<file path="src/rtl/audio_mix_pkg.sv">
// Shared types and sizing helpers for the stereo audio mixer.
package audio_mix_pkg;

  typedef enum logic [1:0] {
    IDLE  = 2'd0,
    ACCUM = 2'd1,
    SAT   = 2'd2
  } state_t;

  localparam int CLIP_CNT_W = 16;

  // Enough headroom that summing num_ch full-scale products can never wrap.
  function automatic int acc_width(input int in_w, input int gain_w, input int num_ch);
    return in_w + gain_w + $clog2(num_ch) - 1 + 1;
  endfunction

endpackage

</file>
<file path="src/rtl/audio_mix_sat.sv">
// Combinational saturator: clamps one accumulator side to OUT_W bits and flags clipping.
module audio_mix_sat #(
  parameter int ACC_W = 26,
  parameter int OUT_W = 16
) (
  input  logic [ACC_W-1:0] acc,
  output logic [OUT_W-1:0] sat,
  output logic             clipped
);

  generate
    if (ACC_W > OUT_W) begin : g_clip
      assign clipped = |acc[ACC_W-1:OUT_W];
      assign sat     = clipped ? {OUT_W{1'b1}} : acc[OUT_W-1:0];
    end else begin : g_fit
      assign clipped = 1'b0;
      assign sat     = OUT_W'(acc);
    end
  endgenerate

endmodule

</file>
<file path="src/rtl/audio_mix.sv">
// Time-multiplexed stereo mixer: snapshot on ce_sample, one channel MAC per cycle, saturate, registered output.
// Optional saturating clip counter built when AUDIO_MIX_CLIP_CNT_EN is defined.
module audio_mix
  import audio_mix_pkg::*;
#(
  parameter int NUM_CH = 4,
  parameter int IN_W   = 16,
  parameter int GAIN_W = 8,
  parameter int OUT_W  = 16
) (
  input  logic                          clk_sys,
  input  logic                          rst,
  input  logic                          ce_sample,
  input  logic [NUM_CH-1:0][IN_W-1:0]   ch_in,
  input  logic [NUM_CH-1:0][GAIN_W-1:0] ch_gain,
  input  logic [NUM_CH-1:0]             ch_en_l,
  input  logic [NUM_CH-1:0]             ch_en_r,
  output logic [OUT_W-1:0]              out_l,
  output logic [OUT_W-1:0]              out_r,
  output logic                          out_valid,
  output logic                          busy,
  output logic                          clip,
  output logic                          overrun,
  input  logic                          overrun_clr,
  output logic [CLIP_CNT_W-1:0]         clip_cnt,
  input  logic                          clip_cnt_clr
);

  localparam int ACC_W = acc_width(IN_W, GAIN_W, NUM_CH);
  localparam int IDX_W = (NUM_CH > 1) ? $clog2(NUM_CH) : 1;
  localparam logic [IDX_W-1:0] LAST = IDX_W'(NUM_CH - 1);

  state_t state, state_nxt;
  logic [IDX_W-1:0]              idx;
  logic [NUM_CH-1:0][IN_W-1:0]   snap_in;
  logic [NUM_CH-1:0][GAIN_W-1:0] snap_gain;
  logic [NUM_CH-1:0]             snap_en_l, snap_en_r;
  logic [ACC_W-1:0]              acc_l, acc_r, term;
  logic [OUT_W-1:0]              sat_l, sat_r;
  logic                          clip_l, clip_r;
  logic                          start;

  assign start = (state == IDLE) && ce_sample;
  assign busy  = (state != IDLE);

  always_ff @(posedge clk_sys) begin
    if (rst) state <= IDLE;
    else     state <= state_nxt;
  end

  always_comb begin
    state_nxt = state;
    case (state)
      IDLE:    if (ce_sample) state_nxt = ACCUM;
      ACCUM:   if (idx == LAST) state_nxt = SAT;
      SAT:     state_nxt = IDLE;
      default: state_nxt = IDLE;
    endcase
  end

  // Computed at accumulator width so the truncating shift discards no live bits.
  assign term = (ACC_W'(snap_in[idx]) * ACC_W'(snap_gain[idx])) >> (GAIN_W - 1);

  always_ff @(posedge clk_sys) begin
    if (rst) begin
      idx       <= '0;
      snap_in   <= '0;
      snap_gain <= '0;
      snap_en_l <= '0;
      snap_en_r <= '0;
      acc_l     <= '0;
      acc_r     <= '0;
      out_l     <= '0;
      out_r     <= '0;
      clip      <= 1'b0;
      out_valid <= 1'b0;
      overrun   <= 1'b0;
    end else begin
      out_valid <= 1'b0;
      if (start) begin
        snap_in   <= ch_in;
        snap_gain <= ch_gain;
        snap_en_l <= ch_en_l;
        snap_en_r <= ch_en_r;
        acc_l     <= '0;
        acc_r     <= '0;
        idx       <= '0;
      end
      if (state == ACCUM) begin
        acc_l <= acc_l + (snap_en_l[idx] ? term : '0);
        acc_r <= acc_r + (snap_en_r[idx] ? term : '0);
        if (idx != LAST) idx <= idx + 1'b1;
      end
      if (state == SAT) begin
        out_l     <= sat_l;
        out_r     <= sat_r;
        clip      <= clip_l | clip_r;
        out_valid <= 1'b1;
      end
      // A dropped strobe outranks a same-cycle clear.
      if (ce_sample && busy) overrun <= 1'b1;
      else if (overrun_clr)  overrun <= 1'b0;
    end
  end

  audio_mix_sat #(.ACC_W(ACC_W), .OUT_W(OUT_W)) u_sat_l (
    .acc(acc_l), .sat(sat_l), .clipped(clip_l)
  );

  audio_mix_sat #(.ACC_W(ACC_W), .OUT_W(OUT_W)) u_sat_r (
    .acc(acc_r), .sat(sat_r), .clipped(clip_r)
  );

`ifdef AUDIO_MIX_CLIP_CNT_EN
  logic [CLIP_CNT_W-1:0] clip_cnt_q;

  always_ff @(posedge clk_sys) begin
    if (rst || clip_cnt_clr)
      clip_cnt_q <= '0;
    else if (out_valid && clip && (clip_cnt_q != {CLIP_CNT_W{1'b1}}))
      clip_cnt_q <= clip_cnt_q + 1'b1;
  end

  assign clip_cnt = clip_cnt_q;
`else
  logic unused_clip_cnt_clr;

  assign clip_cnt            = '0;
  assign unused_clip_cnt_clr = clip_cnt_clr;
`endif

endmodule

</file>
<file path="config.mk">
export PLATFORM = sky130hd
export DESIGN_NAME = audio_mix
export DESIGN_NICKNAME = d
export VERILOG_FILES = /design/src/rtl/audio_mix_pkg.sv /design/src/rtl/audio_mix_sat.sv /design/src/rtl/audio_mix.sv
export SDC_FILE = /design/constraint.sdc
export NUM_CORES = 1
export LEC_CHECK = 0
export ABC_AREA = 1
export ABC_CLOCK_PERIOD_IN_PS = 14940
export BUFFER_PORTS_ARGS = -buffer_cell sky130_fd_sc_hd__buf_2
export CORE_MARGIN = 2
export CORE_UTILIZATION = 40
export CTS_BUF_LIST = sky130_fd_sc_hd__clkbuf_8
export DETAILED_ROUTE_END_ITERATION = 7
export GPL_TIMING_DRIVEN = 0
export SLEW_MARGIN = 20
export SYNTH_ARGS = -nofsm -noshare
export SYNTH_HDL_FRONTEND = slang
export SYNTH_SLANG_ARGS = --single-unit
</file>
<file path="constraint.sdc">
create_clock -name clk_sys -period 14.94 [get_ports clk_sys]
set_clock_uncertainty 0.05 [all_clocks]
set_input_delay 0 -clock clk_sys [delete_from_list [all_inputs] [get_ports clk_sys]]
set_output_delay 0 -clock clk_sys [all_outputs]
set_load 0.05 [all_outputs]
</file>
# Word level (Yosys, flattened, before mapping)
# Index checks and enable logic that the tools add are counted.
# totals
output_inout_bits	52
reg_bits	195
# classes
n_mul	1
eq_ne	6
n_addsub	3
mux	24
n_bitwise	1
n_lt_le_gt_ge	1
reduce_logical	9
# ops
operator	n
$mux 26	3
$add 26x17->26	2
$mux 16	3
$mux 17	2
$bmux 16 s2	1
$mul 16x8->24	1
$reduce_or 10->1	2
$bmux 8 s2	1
$mux 2	5
$mux 8	1
$ne 2x2->1 const B	3
$reduce_bool 2->1	3
$mux 1	5
$bmux 1 s2	2
$eq 2x2->1 const B	2
$pmux 2 s2	1
$lt 2x3->1 const B	1
$add 2x1->2 const B	1
$eq 2x1->1 const B	1
$logic_and 1x1->1	2
$logic_not 2->1	1
$reduce_and 2->1	1
$or 1x1->1	1

# Logic depth before layout (Yosys ltp)
# Gate-level depths: netlist (run 1).
# logic_depth
ltp_word	6
depth_mapped	41
depth_no_buf	37

# Hierarchy
# From an unflattened synthesis (run 1), not the netlist that was laid out.
# hier_totals
cells_unflattened	2023
area_unflattened_um2	13958.4
# by_module_without_submodules
mod	seq_area_each_um2	cells_each	area_each_um2	n_inst
audio_mix	3903.7	1935	13508.0	1
audio_mix_sat	0.0	44	225.2	2

# Least setup slack after synthesis (run 1)
# No wires, ideal clock.
# synth_timing
path_kind	register -> register
from	reg idx[0]
to	reg acc_l[24]
path_buffers	4
required_time_ns	14.773
t_arrival_ns	6.105
path_stages_with_launch	35
path_slack_ns	8.668
period_less_slack_ns	6.272
cell_sequence	dfxtp_1 buf_6 buf_4 buf_2 buf_2 nor2_1 o22ai_1 nand2_1 fa_1 inv_1 fa_1 fa_1 inv_1 fa_1 inv_1 ha_1 nand2_1 inv_1 nand2_1 nor3_1 nand3_1 o21ai_0 xor2_1 nor2_1 ha_1 nand2_1 nor2_1 nand2_1 o21ai_0 a21o_1 nand2_1 nor2_1 nand3_1 nand2_1 nor2_1
# synth_between
elab_chain_len	6
elab_cells_between_ends	10
# synth_lines
item	line	source
from (decl)	audio_mix.sv:34	logic [IDX_W-1:0] idx;
from (signal assigned)	audio_mix.sv:92	if (idx != LAST) idx <= idx + 1'b1;
$bmux 16 s2 or $bmux 8 s2 (tied branches)	audio_mix.sv:62	assign term = (ACC_W'(snap_in[idx]) * ACC_W'(snap_gain[idx])) >> (GAIN_W - 1);
$mux 16 (not written as such) or $mux 8 (tied branches)	audio_mix.sv:62	
$mul 16x8->24	audio_mix.sv:62	
$mux 17 (*)	audio_mix.sv:90	acc_l <= acc_l + (snap_en_l[idx] ? term : '0);
$add 26x17->26 (*)	audio_mix.sv:90	
$mux 26 (*)	audio_mix.sv:89	if (state == ACCUM) begin
to (signal assigned)	audio_mix.sv:90	
to (decl)	audio_mix.sv:38	logic [ACC_W-1:0] acc_l, acc_r, term;
# Every way passes the cells marked *; elsewhere a longest branch is shown, timed or not. The select of a mux whose other input is x is not followed.
# A chain may end at the register's enable or synchronous reset.

# Final worst setup path (run 1)
# Ends and elaborated chain as after synthesis.

==> results of run 1 <==
==> kinds of logic after synthesis <==
family | after synthesis
other | 1
DFF | 195
AOI/OAI and AO/OA | 406
and+or+nand+nor | 857
xor gates and xnor gates | 12
buffers and inverters | 304
adders and majority gates | 161
==> final timing paths <==
check | to | startpoint | cells after the start | slack (ns)
max | acc_l[24] | idx[0] | 32 | 6.81
min | acc_r[9] | rst | 3 | 0.14
max reg2reg | acc_l[24] | idx[0] | 32 | 6.81
min reg2reg | snap_gain[12] | snap_gain[12] | 2 | 0.44
==> where the power goes <==
group | switching [mW] | internal [mW] | leakage (nW)
Sequential | 0.0182 | 0.549 | 1.60
Combinational | 0.356 | 0.185 | 5.90
Clock | 0.218 | 0.174 | 0.229
Total | 0.592 | 0.908 | 7.73
==> sequential cells by signal, summed over array words and instances (netlist names), 2 cells and up <==
signal     count
snap_in       64
snap_gain     32
acc_l         26
acc_r         26
out_l         16
out_r         16
snap_en_l      4
snap_en_r      4
idx            2
state          2
==> per-layer routing <==
layer | wire length [um] | vias to the layer above | share of wire [%] | GRT usage [%]
met5 | 0 | - | 0 | 0
met2 | 19600 | 433 | 46 | 40.1
met1 | 19600 | 6521 | 46 | 33.4
met4 | 859 | 0 | 2.0 | 6.94
met3 | 2490 | 60 | 5.9 | 2.89
li1 | - | 6810 | - | -
==> worst register-to-register path, delay by kind of cell (launching register included) <==
kind	cells	cell delay (ns)
compound gates	4	1.81
buf+inv	7	1.19
flops	1	0.37
fa+ha+maj	6	2.63
xor+xnor	1	0.33
simple gates	14	1.66
==> final cells by class <==
| type | count | share of cell area [%] |
|---|---|---|
| plain buffers | 103 | 3.02 |
| clock buffers | 17 | 1.42 |
| clock inverters | 15 | 1.27 |
| inverters | 201 | 4.60 |
| multi-input cells | 1452 | 51.9 |
| flip-flops and latches | 195 | 23.7 |
| well taps | 448 | 3.40 |
| repair buffers | 248 | 10.7 |
==> synthesized netlist by cell type, types with 3 or more instances <==
master    count
o221a_2       3
a32oi_1      18
nor4_1        7
buf_2        17
fa_1         85
a21boi_0      3
a22oi_1       7
a32o_1        3
nand3_2       4
nor3_1       10
dfxtp_1     195
nand2_1     342
o221ai_1     16
clkbuf_1     62
nor2_1      419
nand3_1      46
buf_6         3
a21o_1        6
buf_4        18
inv_1       197
a21oi_1     145
o21ai_0     169
buf_1         3
o21a_1        3
ha_1         76
xnor2_1      11
o211ai_1     20
or2_2         8
nand4_1       8
o21ai_1       5
nand2_2       6
==> per-stage QoR <==
stage | hold WS, ns | util (%) | std cells | setup WS [ns] | instance area [um^2]
after floorplan | 0.0946 | - | 1951 | 8.67 | 13700
after detailed placement | 0.207 | 44.6 | 2541 | 7.05 | 15000
after global routing | 0.191 | 49.1 | 2679 | 6.23 | 16500
after global placement | 0.206 | 44.6 | 2541 | 7.09 | 15000
after CTS | 0.141 | 49.1 | 2679 | 7.00 | 16500
final | 0.140 | 49.1 | 2679 | 6.81 | 16500
==> reports/qor.yml, run 1 <==
total_setup_buffers_inserted_after_cts: 0
cp-end-kind: "flop"
synth_cell_type_count: 48
synthesized_cell_area_um2: 13700
ant_nets: 0
leakage_nw: 7.73
detail_route.drc_violations: 0
mostFrequentLayoutCells: "nor2_1, nand2_1, inv_1, dfxtp_1, o21ai_0"
timing_worst_setup_path_type: "flop to flop"
final.period_utilization_pct: 54.4
synth.largest_area_cell: "dfxtp_1"
synth_edf_count: 0
compound_cell_area_share_of_the_yosys_netlist_pct: 16.9
port_buffers: 142
synthFlopType: "dfxtp_1"
muxShareOfSynthArea_pct: 0
maxCapViolCount: 0
drt_pre_antenna_iters: 5
power_density_nw_per_um2: 90.8
yosysSeqAreaShare_pct: 28.6
tritoncts_clock_tree: "built"
cp_slowest_stage_delay_ns: 0.78
crit_path_start_kind: "flop"
tightestPinTransition_ns: 0.953
synthArstFlopShare_pct: 0
wirelength_um: 42500
post_synth_fa_ha_maj_area_fraction_pct: 19.4
most_common_cell_after_layout_fill_and_taps_aside: "nor2_1"
clock_tree.root_cell: "clkbuf_8"
grt_setup_unrepaired: "false"
vias_per_cell: 5.16
critical_path.max_fanout: 10
synth.top_cell.area_share_pct: 28.6
dp_hpwl_um: 32800
synthesis.area_per_instance_um2: 7.06
post_cts_resize_count: 0
ctsLongestPathBuffers: 2
routabilityCongestion: 0.918
design.portCount: 161
number_of_antenna_violations_at_the_first_check_in_global_routing: 0
cts-buffers-inserted: 17
postSynthCellCount: 1936
worst_path_most_repeated_cell: "nand2_1"
layout.filler_cells: 3361
initial_utilization_pct: 40.7
combined_area_of_the_multi_input_logic_cells_um2: 8570
number_of_antenna_repair_diodes: 0
final.setup.tns_ns: 0
grt_start_max_net_pins: 20
report.final.setup_viol: 0
grt_pass1_wl_um: 68700
fin_total_pwr_mw: 1.50
die_area_um2: 35700
placementRows: 67
hp-class: "input port to flop"
globalRouteTotalUtil_pct: 24.2
drt_iter0_markers: 959
synth_simple_gate_area_share_pct: 25.1
tritoncts_num_sinks: 195
die_w_um: 189
seqCellArea_um2: 3900
clock_latency_ns: 0.50
hold_viol: 0
post_drt_wl_per_cell_um: 15.9
critPathArrivalTime_ns: 8.48
cp_top_family: "adder cells"
finalNetCount: 2488
design.core.area_um2: 33600
finalWorstPathRequiredPeriod_ns: 8.13
post_synth_xor_area_fraction_pct: 0.769
max_clk_rate_ghz: 0.123
dr_total_vias: 13800
max-vdd-ir-drop_uv: 60.1
synth_area_leaders: "dfxtp_1, fa_1, nor2_1, nand2_1, ha_1"
die-height_um: 189
critical_path.n_buffers_inverters: 7
grt_residual_overflow: 0
via_count_of_the_first_global_routing_pass: 13500
clk_pin_slew_worst_paths_ns: 0.11
postSynthRegisterBits: 195
worst-endpoint-required_ns: 15.29
synth_top_family_by_area: "simple AND/OR/NAND/NOR gates"
cts-hold-fix-buffers: 106
yosysWarnings: 0
drive_above_1_share_pct: 10.8
outcome: "finished, final reports clean"
htreeDepth: 4
worst_slew_margin_rel_pct: 36.4
synthToLayoutAreaGrowth_pct: 20.7
report.final.slew_viol_count: 0
critical_path.slowest_cell: "a32oi_1"
Power figures use the tool's default switching activity.
==> run 2: changes to the inputs <==
- ABC_AREA: 1 -> 0
- ABC_CLOCK_PERIOD_IN_PS: 14940 -> 7430
- clock period: 14.94 -> 7.43 ns (I/O delays scaled with it)
==> run 2 against run 1 <==
  * Maximum frequency up 13%
  * Total power up 60%
  * Core utilization up 2.8 points
  * Critical path type unchanged
  * Critical endpoint is now acc_l[25]
==> reports/qor.yml, run 2 <==
hold_path_startpoint: "rst"
clk_pin_slew_worst_paths_ns: 0.12  # about the same
detail_route.drc_violations: 0  # unchanged
most_common_cell_after_layout_fill_and_taps_aside: "nand2_1"
finalNetCount: 2241  # -9.9%
post-place-cells: 2250  # -11%
stdcell_area_um2: 17400  # +5.2%
yosysSeqAreaShare_pct: 28.8  # +0.23 points
tritoncts_clock_tree: "built"
dr_total_vias: 12900  # -6.9%
tritoncts_num_sinks: 195  # unchanged
worst_slack_ns: 0.219  # -6.59 ns
port_buffers: 142  # unchanged
worst_hold_path.endpoint: "acc_l[17]"
ant_nets: 0  # unchanged
max-vdd-ir-drop_uv: 107  # +78%
drt_iter0_markers: 856  # -11%
critPathArrivalTime_ns: 7.55  # -0.93 ns
r2r-end: "acc_l[25]"
leakage_nw: 7.65  # -1.0%
synthMostInstantiatedCell: "nand2_1"
timing_worst_setup_path_type: "flop to flop"
die_w_um: 188  # -0.39%
clock_tree.root_cell: "clkbuf_8"
fin_total_pwr_mw: 2.40  # +60%
worstHoldPathCells: 4  # +1
routabilityCongestion: 0.903  # -1.7%
synthesized_cell_area_um2: 13600  # -0.80%
via_count_of_the_first_global_routing_pass: 12700  # -5.7%
synthToLayoutAreaGrowth_pct: 28.0
hold_viol: 0  # unchanged
synth_area_leaders: "dfxtp_1, fa_1, nand2_1, ha_1, a21oi_1"
synthArstFlopShare_pct: 0  # unchanged
combPwrFrac_pct: 23.2  # -13 points
wirelength_um: 42300  # -0.60%
die_area_um2: 35400  # -0.78%
synth_cell_type_count: 69  # +44%
global_route.usage.met1_pct: 31.6  # -1.8 points
design.portCount: 161  # unchanged
power_density_nw_per_um2: 138  # +52%
placementRows: 67  # unchanged
initial_utilization_pct: 40.5  # -0.12 points
post_drt_wl_per_cell_um: 17.4  # +9.5%
htreeDepth: 4  # unchanged
maxCapViolCount: 0  # unchanged
power.share.clock_pct: 30.7  # +4.5 points
largest_registers: "snap_in x64, snap_gain x32"
design.core.area_um2: 33400  # -0.50%
cts-buffers-inserted: 17  # unchanged
postSynthRegisterBits: 195  # unchanged
synthTopCellsByCount: "nand2_1, dfxtp_1, a21oi_1, nor2_1, inv_1"
finalNonFillerCells: 2433  # -9.2%
worst_path_most_repeated_cell: "fa_1"
critical_path.max_fanout: 10  # unchanged
max_clk_rate_ghz: 0.139  # +13%
grt_pass1_wl_um: 66800  # -2.8%
final.period_utilization_pct: 97.1  # +43 points
report.final.slew_viol_count: 0  # unchanged
largest_register: "snap_in"
vias_per_cell: 5.29  # +2.5%
final_util_pct: 51.9  # +2.8 points
synth.largest_area_cell: "dfxtp_1"
grt_start_max_net_pins: 20  # unchanged
critical_path.slowest_cell: "mux4_2"
synth_edf_count: 0  # unchanged
power_switching_uw: 800  # +35%
globalRouteTotalUtil_pct: 23.8  # -0.47 points
hp-class: "input port to flop"
ctsLongestPathBuffers: 2  # unchanged
critical_path.n_buffers_inverters: 5  # -2
drive_above_1_share_pct: 18.6  # +7.8 points
rr_worst_depth: 27  # -16%
cp_slowest_stage_delay_ns: 0.61  # -0.17 ns
cp-end-kind: "flop"
report.final.setup_viol: 0  # unchanged
worst-endpoint-required_ns: 7.77  # -7.52 ns
postSynthCellCount: 1645  # -15%
groute.layer.met2.usage_pct: 40.1  # about the same
critical_path.reg2reg.startpoint: "idx[1]"
grt_use_met3_pct: 3.05  # +0.16 points
outcome: "finished, final reports clean"
drt_pre_antenna_iters: 5  # unchanged
synthFlopType: "dfxtp_1"
post_dp_cell_area_um2: 14900  # -0.69%
yosysWarnings: 0  # unchanged
cp_top_family: "adder cells"
finalWorstPathRequiredPeriod_ns: 7.21  # -0.919 ns
die-height_um: 188  # -0.39%
number_of_antenna_violations_at_the_first_check_in_global_routing: 0  # unchanged
flip_flop_count_of_the_largest_register_all_copies_and_words_added: 64  # unchanged
p_seq_share_pct: 46.1  # +8.3 points
dp_hpwl_um: 30800  # -6.1%
crit_path_start_kind: "flop"
synth.top_cell.area_share_pct: 28.8  # +0.23 points
grt_residual_overflow: 0  # unchanged
post_place_setup_slack_ns: -1.53  # -8.58 ns
tightestPinTransition_ns: 0.858  # -0.0959 ns
clock_latency_ns: 0.50  # about the same
worst_slew_margin_rel_pct: 42.8  # +6.4 points
r2r_setup_slack_ns: 0.22  # -6.59 ns
mostFrequentLayoutCells: "nand2_1, dfxtp_1, a21oi_1, buf_2, nor2_1"
synthesis.area_per_instance_um2: 8.24  # +17%
grt-busiest-layer: "met2"
power.switching_fraction_pct: 33.4  # -6.1 points
p_int_mw: 1.60  # +76%
[run 2: cell count changes after synthesis, sizes merged, moves of 21 or more]
cell / before / now
nand2: 350 / 317
and2: 0 / 94
nor3: 10 / 65
mux4: 0 / 24
inv: 199 / 98
nor2: 421 / 121
nand3: 50 / 29
o21ai: 176 / 36
a21oi: 145 / 172
[run 2: through the flow]
stage | hold WS [ns] | setup TNS [ns]
floorplan | 0.0860 | 0
global placement | 0.196 | -38.09
detailed placement | 0.197 | -39.37
CTS | 0.0918 | -0.0235
global route | 0.185 | -0.102
finish | 0.129 | 0
[run 2: cell families after synthesis]
family	after synthesis	share of synthesized area, %
multiplexers	35	5.00
flip-flops	195	28.8
adder cells (fa/ha/maj)	161	19.6
AO/OA/AOI/OAI	319	14.3
other	1	0.0277
AND/OR/NAND/NOR	693	23.5
buffers and inverters	200	6.10
XOR/XNOR	41	2.65
[run 2: layer usage]
metal,share of wire [%],vias to the layer above
li1,-,6174
met1,44,6273
met2,49,356
met3,4.8,70
met4,2.4,0
met5,0,-
[run 2: power by group through the flow]
stage	logic (mW)	registers [mW]	clock network (mW)
floorplan	0.294	1.12	0
global placement	0.442	1.13	0
detailed placement	0.448	1.13	0
CTS	0.521	1.11	0.747
global route	0.604	1.11	0.790
finish	0.555	1.11	0.736
[run 2: worst max-delay path by stage]
stage | end | cells past startpoint | start | slack, ns
3_5_place_dp | acc_l[25] | 26 | idx[1] | -1.53
3_3_place_gp | acc_l[25] | 26 | idx[1] | -1.46
4_1_cts | acc_l[25] | 26 | idx[1] | -0.02
5_1_grt | acc_l[25] | 27 | idx[1] | -0.02
6_report | acc_l[25] | 27 | idx[1] | 0.22
2_1_floorplan | acc_r[25] | 27 | idx[1] | 0.06
[run 2: worst register-to-register path, stage by stage (launching register included)]
cell	delay [ns]
dfxtp_4	0.40
buf_12	0.13
buf_8	0.15
mux4_2	0.61
buf_4	0.19
and2_1	0.17
fa_1	0.57
fa_1	0.45
fa_1	0.50
inv_1	0.05
fa_1	0.47
inv_1	0.06
ha_4	0.30
nand4_1	0.23
a211oi_2	0.26
a31oi_2	0.12
and2_1	0.26
o21bai_2	0.18
xnor2_2	0.17
nor2_2	0.09
ha_4	0.35
a21oi_1	0.11
a21boi_1	0.18
o22a_1	0.20
a21boi_2	0.08
a31oi_4	0.33
nand4_1	0.16
mux2_2	0.30
[run 2: final cells by class]
cell class | count | area (um^2)
Timing Repair Buffer | 297 | 2150
Buffer | 97 | 533
Antenna cell | 1 | 2.50
Multi-Input combinational cell | 1265 | 9410
Tap cell | 448 | 561
Clock inverter | 14 | 170
Inverter | 98 | 368
Clock buffer | 18 | 248
Fill cell | 3166 | 16100
Sequential cell | 195 | 3910
[run 2: what timing repair did]
action / in CTS / in global routing
setup buffers: 35 / 13
setup endpoints to repair: 44 / 30
endpoints found under the hold margin: 105 / 0
resized for setup: 73 / 68
cloned: 0 / 1
pin swaps: 19 / 34
hold buffers: 106 / 0
==> run 3: changes to the inputs <==
- BUFFER_PORTS_ARGS: -buffer_cell sky130_fd_sc_hd__buf_2 -> unset
- CORE_ASPECT_RATIO: unset -> 1.5
- DONT_BUFFER_PORTS: unset -> 1
- PLACE_DENSITY: unset -> 0.52
==> run 3 against run 2 <==
  * Final cell count fell by 7.2%
  * Die area about the same
  * First-iteration DRC count decreased by 31%
  * Register-to-register slack got worse by 0.03 ns
  * Clock power is 2% lower
  * Core utilization decreased by 2.2 points
  * Sequential share of layout area up 1.0 points
  * Combinational power is 3% lower
  * Total power decreased by 1.5%
  * Non-clock buffer count fell by 146
  * Critical endpoint is now acc_r[25]
  * Largest cell class unchanged
  * Largest power group unchanged
  * Highest routed layer unchanged
==> reports/qor.yml, run 3 (same netlist as run 2, synthesis figures left out) <==
final_util_pct: 49.7  # -2.2 points
worst-endpoint-required_ns: 7.80  # +0.03 ns
die_area_um2: 35400  # about the same
power_density_nw_per_um2: 142  # +2.9%
wirelength_um: 43100  # +1.8%
largest_register: "snap_in"
critical_path.slowest_cell: "mux4_2"
die_w_um: 154  # -18%
worst_slew_margin_rel_pct: 41.3  # -1.5 points
outcome: "finished, final reports clean"
max-vdd-ir-drop_uv: 180  # +68%
finalNetCount: 2095  # -6.5%
flip_flop_count_of_the_largest_register_all_copies_and_words_added: 64  # unchanged
drt_iter0_markers: 587  # -31%
port_buffers: 0  # -100%
timing.critical_path.depth: 23  # -15%
cts-buffers-inserted: 17  # unchanged
report.final.slew_viol_count: 0  # unchanged
maxCapViolCount: 0  # unchanged
number_of_antenna_repair_diodes: 0  # -1
ant_nets: 0  # unchanged
r2r_setup_slack_ns: 0.19  # -0.03 ns
tritoncts_clock_tree: "built"
mostFrequentLayoutCells: "nand2_1, dfxtp_1, a21oi_1, nor2_1, dlygate4sd3_1"
detail_route.drc_violations: 0  # unchanged
clock_tree.root_cell: "clkbuf_8"
final.setup.tns_ns: 0  # unchanged
max_clk_rate_ghz: 0.138  # -0.36%
clock_latency_ns: 0.52  # +0.02 ns
cp_top_family: "adder cells"
worst_slack_ns: 0.193  # -0.0257 ns
globalRouteTotalUtil_pct: 24.3  # +0.50 points
initial_utilization_pct: 40.5  # about the same
rr_worst_depth: 23  # -15%
r2r-end: "acc_r[25]"
grt_pass1_wl_um: 67200  # +0.51%
hold_viol: 0  # unchanged
routabilityCongestion: 0.891  # -1.3%
via_count_of_the_first_global_routing_pass: 12400  # -2.4%
crit_path_start_kind: "flop"
drt_pre_antenna_iters: 5  # unchanged
clk_pin_slew_worst_paths_ns: 0.11  # about the same
critical_path.n_buffers_inverters: 3  # -2
synthToLayoutAreaGrowth_pct: 22.5
worstHoldPathCells: 3  # -1
dp_hpwl_um: 33200  # +7.5%
cp_slowest_stage_delay_ns: 0.61  # about the same
design.core.area_um2: 33400  # about the same
design.portCount: 161  # unchanged
post_drt_wl_per_cell_um: 19.1  # +9.7%
leakage_nw: 7.08  # -7.5%
htreeDepth: 4  # unchanged
final.period_utilization_pct: 97.4  # +0.35 points
report.final.setup_viol: 0  # unchanged
ctsLongestPathBuffers: 2  # unchanged
cp-end-kind: "flop"
worst_hold_path.endpoint: "snap_gain[22]"
cell_chain_of_the_critical_path: "buf_12 > mux4_2 > buf_6 > and2_1 > fa_1 > fa_2 > fa_1 > fa_1 > ha_2 > a21oi_1 > o21bai_1 > nor3_4 > o41ai_2 > xnor2_1 > nor2_1 > ha_1 > inv_1 > o21bai_1 > a221oi_4 > nand3b_1 > o21ai_0 > a31oi_1 > mux2_2"
number_of_antenna_violations_at_the_first_check_in_global_routing: 0  # unchanged
critical_path.reg2reg.startpoint: "idx[0]"
critical_path.max_fanout: 6  # -4
finalWorstPathRequiredPeriod_ns: 7.24  # +0.0257 ns
grt_start_max_net_pins: 19  # -5.0%
post_place_setup_slack_ns: -1.75  # -0.228 ns
dr_total_vias: 12100  # -6.0%
die-height_um: 230  # +22%
vias_per_cell: 5.36  # +1.3%
tritoncts_num_sinks: 195  # unchanged
placementRows: 82  # +22%
most_common_cell_after_layout_fill_and_taps_aside: "nand2_1"
critPathArrivalTime_ns: 7.60  # +0.05 ns
drive_above_1_share_pct: 12.3  # -6.3 points
grt_residual_overflow: 0  # unchanged
largest_registers: "snap_in x64, snap_gain x32"
worst_path_most_repeated_cell: "fa_1"
tightestPinTransition_ns: 0.880  # +0.0225 ns
hold_path_startpoint: "ch_gain[22]"
hp-class: "input port to flop"
timing_worst_setup_path_type: "flop to flop"
[run 3: changes by cell type in the layout (fill, tap and decap cells not counted), sizes merged]
cell / change
clkinv: -3
clkinvlp: +1
inv: +2
diode: -1
buf: -146
[run 3: where the power goes]
group          internal (mW)  leakage, nW  switching [mW]
logic                  0.207         5.29           0.329
clock network          0.285        0.200           0.433
registers               1.08         1.59          0.0252
total                   1.57         7.08           0.787
[run 3: worst max-delay path by stage]
stage                      start   endpoint  slack (ns)
after floorplan           idx[1]  acc_r[25]        0.06
after global placement    idx[1]  acc_l[25]       -1.79
after detailed placement  idx[1]  acc_l[25]       -1.75
after CTS                 idx[0]  acc_l[25]      -0.006
after global routing      idx[0]  acc_l[25]       -0.01
final                     idx[0]  acc_r[25]        0.19
[run 3: worst register-to-register path, delay by kind of cell (launching register included)]
| kind | cells | cell delay, ns |
|---|---|---|
| AO/OA/AOI/OAI | 7 | 1.31 |
| multiplexers | 2 | 0.96 |
| adder cells (fa/ha/maj) | 6 | 2.73 |
| buffers and inverters | 3 | 0.46 |
| AND/OR/NAND/NOR | 4 | 0.88 |
| flip-flops | 1 | 0.45 |
| XOR/XNOR | 1 | 0.31 |
[run 3: layout make-up]
class	count	area (um^2)
Fill cell	3298	16800
Clock inverter	14	148
Clock buffer	18	248
Sequential cell	195	3910
Timing Repair Buffer	151	1430
Buffer	97	557
Inverter	98	368
Multi-Input combinational cell	1265	9430
Tap cell	420	526
[run 3: through the flow]
| stage | hold slack (ns) | cells | area, um^2 | total power, mW |
|---|---|---|---|---|
| floorplan | 0.0860 | 1660 | 13600 | 1.42 |
| global placement | 0.0880 | 2080 | 14100 | 1.55 |
| detailed placement | 0.0929 | 2080 | 14100 | 1.55 |
| CTS | 0.0652 | 2241 | 16100 | 2.34 |
| global route | 0.102 | 2258 | 16600 | 2.47 |
| finish | 0.105 | 2258 | 16600 | 2.36 |
[run 3: metal layers]
metal | routed length (um) | GRT usage (%) | part of all wire (%)
met1 | 17200 | 27.5 | 40
met2 | 23200 | 45.8 | 54
met3 | 1380 | 3.03 | 3.2
met4 | 1320 | 9.61 | 3.1
met5 | 0 | 0 | 0
[run 3: repair_timing]
| item | 4_1_cts | 5_1_grt |
|---|---|---|
| buffers inserted | 27 | 16 |
| hold buffers | 106 | 0 |
| endpoints found under the hold margin | 105 | 0 |
| setup endpoints to repair | 46 | 31 |
| gates resized for setup | 76 | 79 |
| pin swaps | 16 | 24 |
| gates cloned | 0 | 2 |
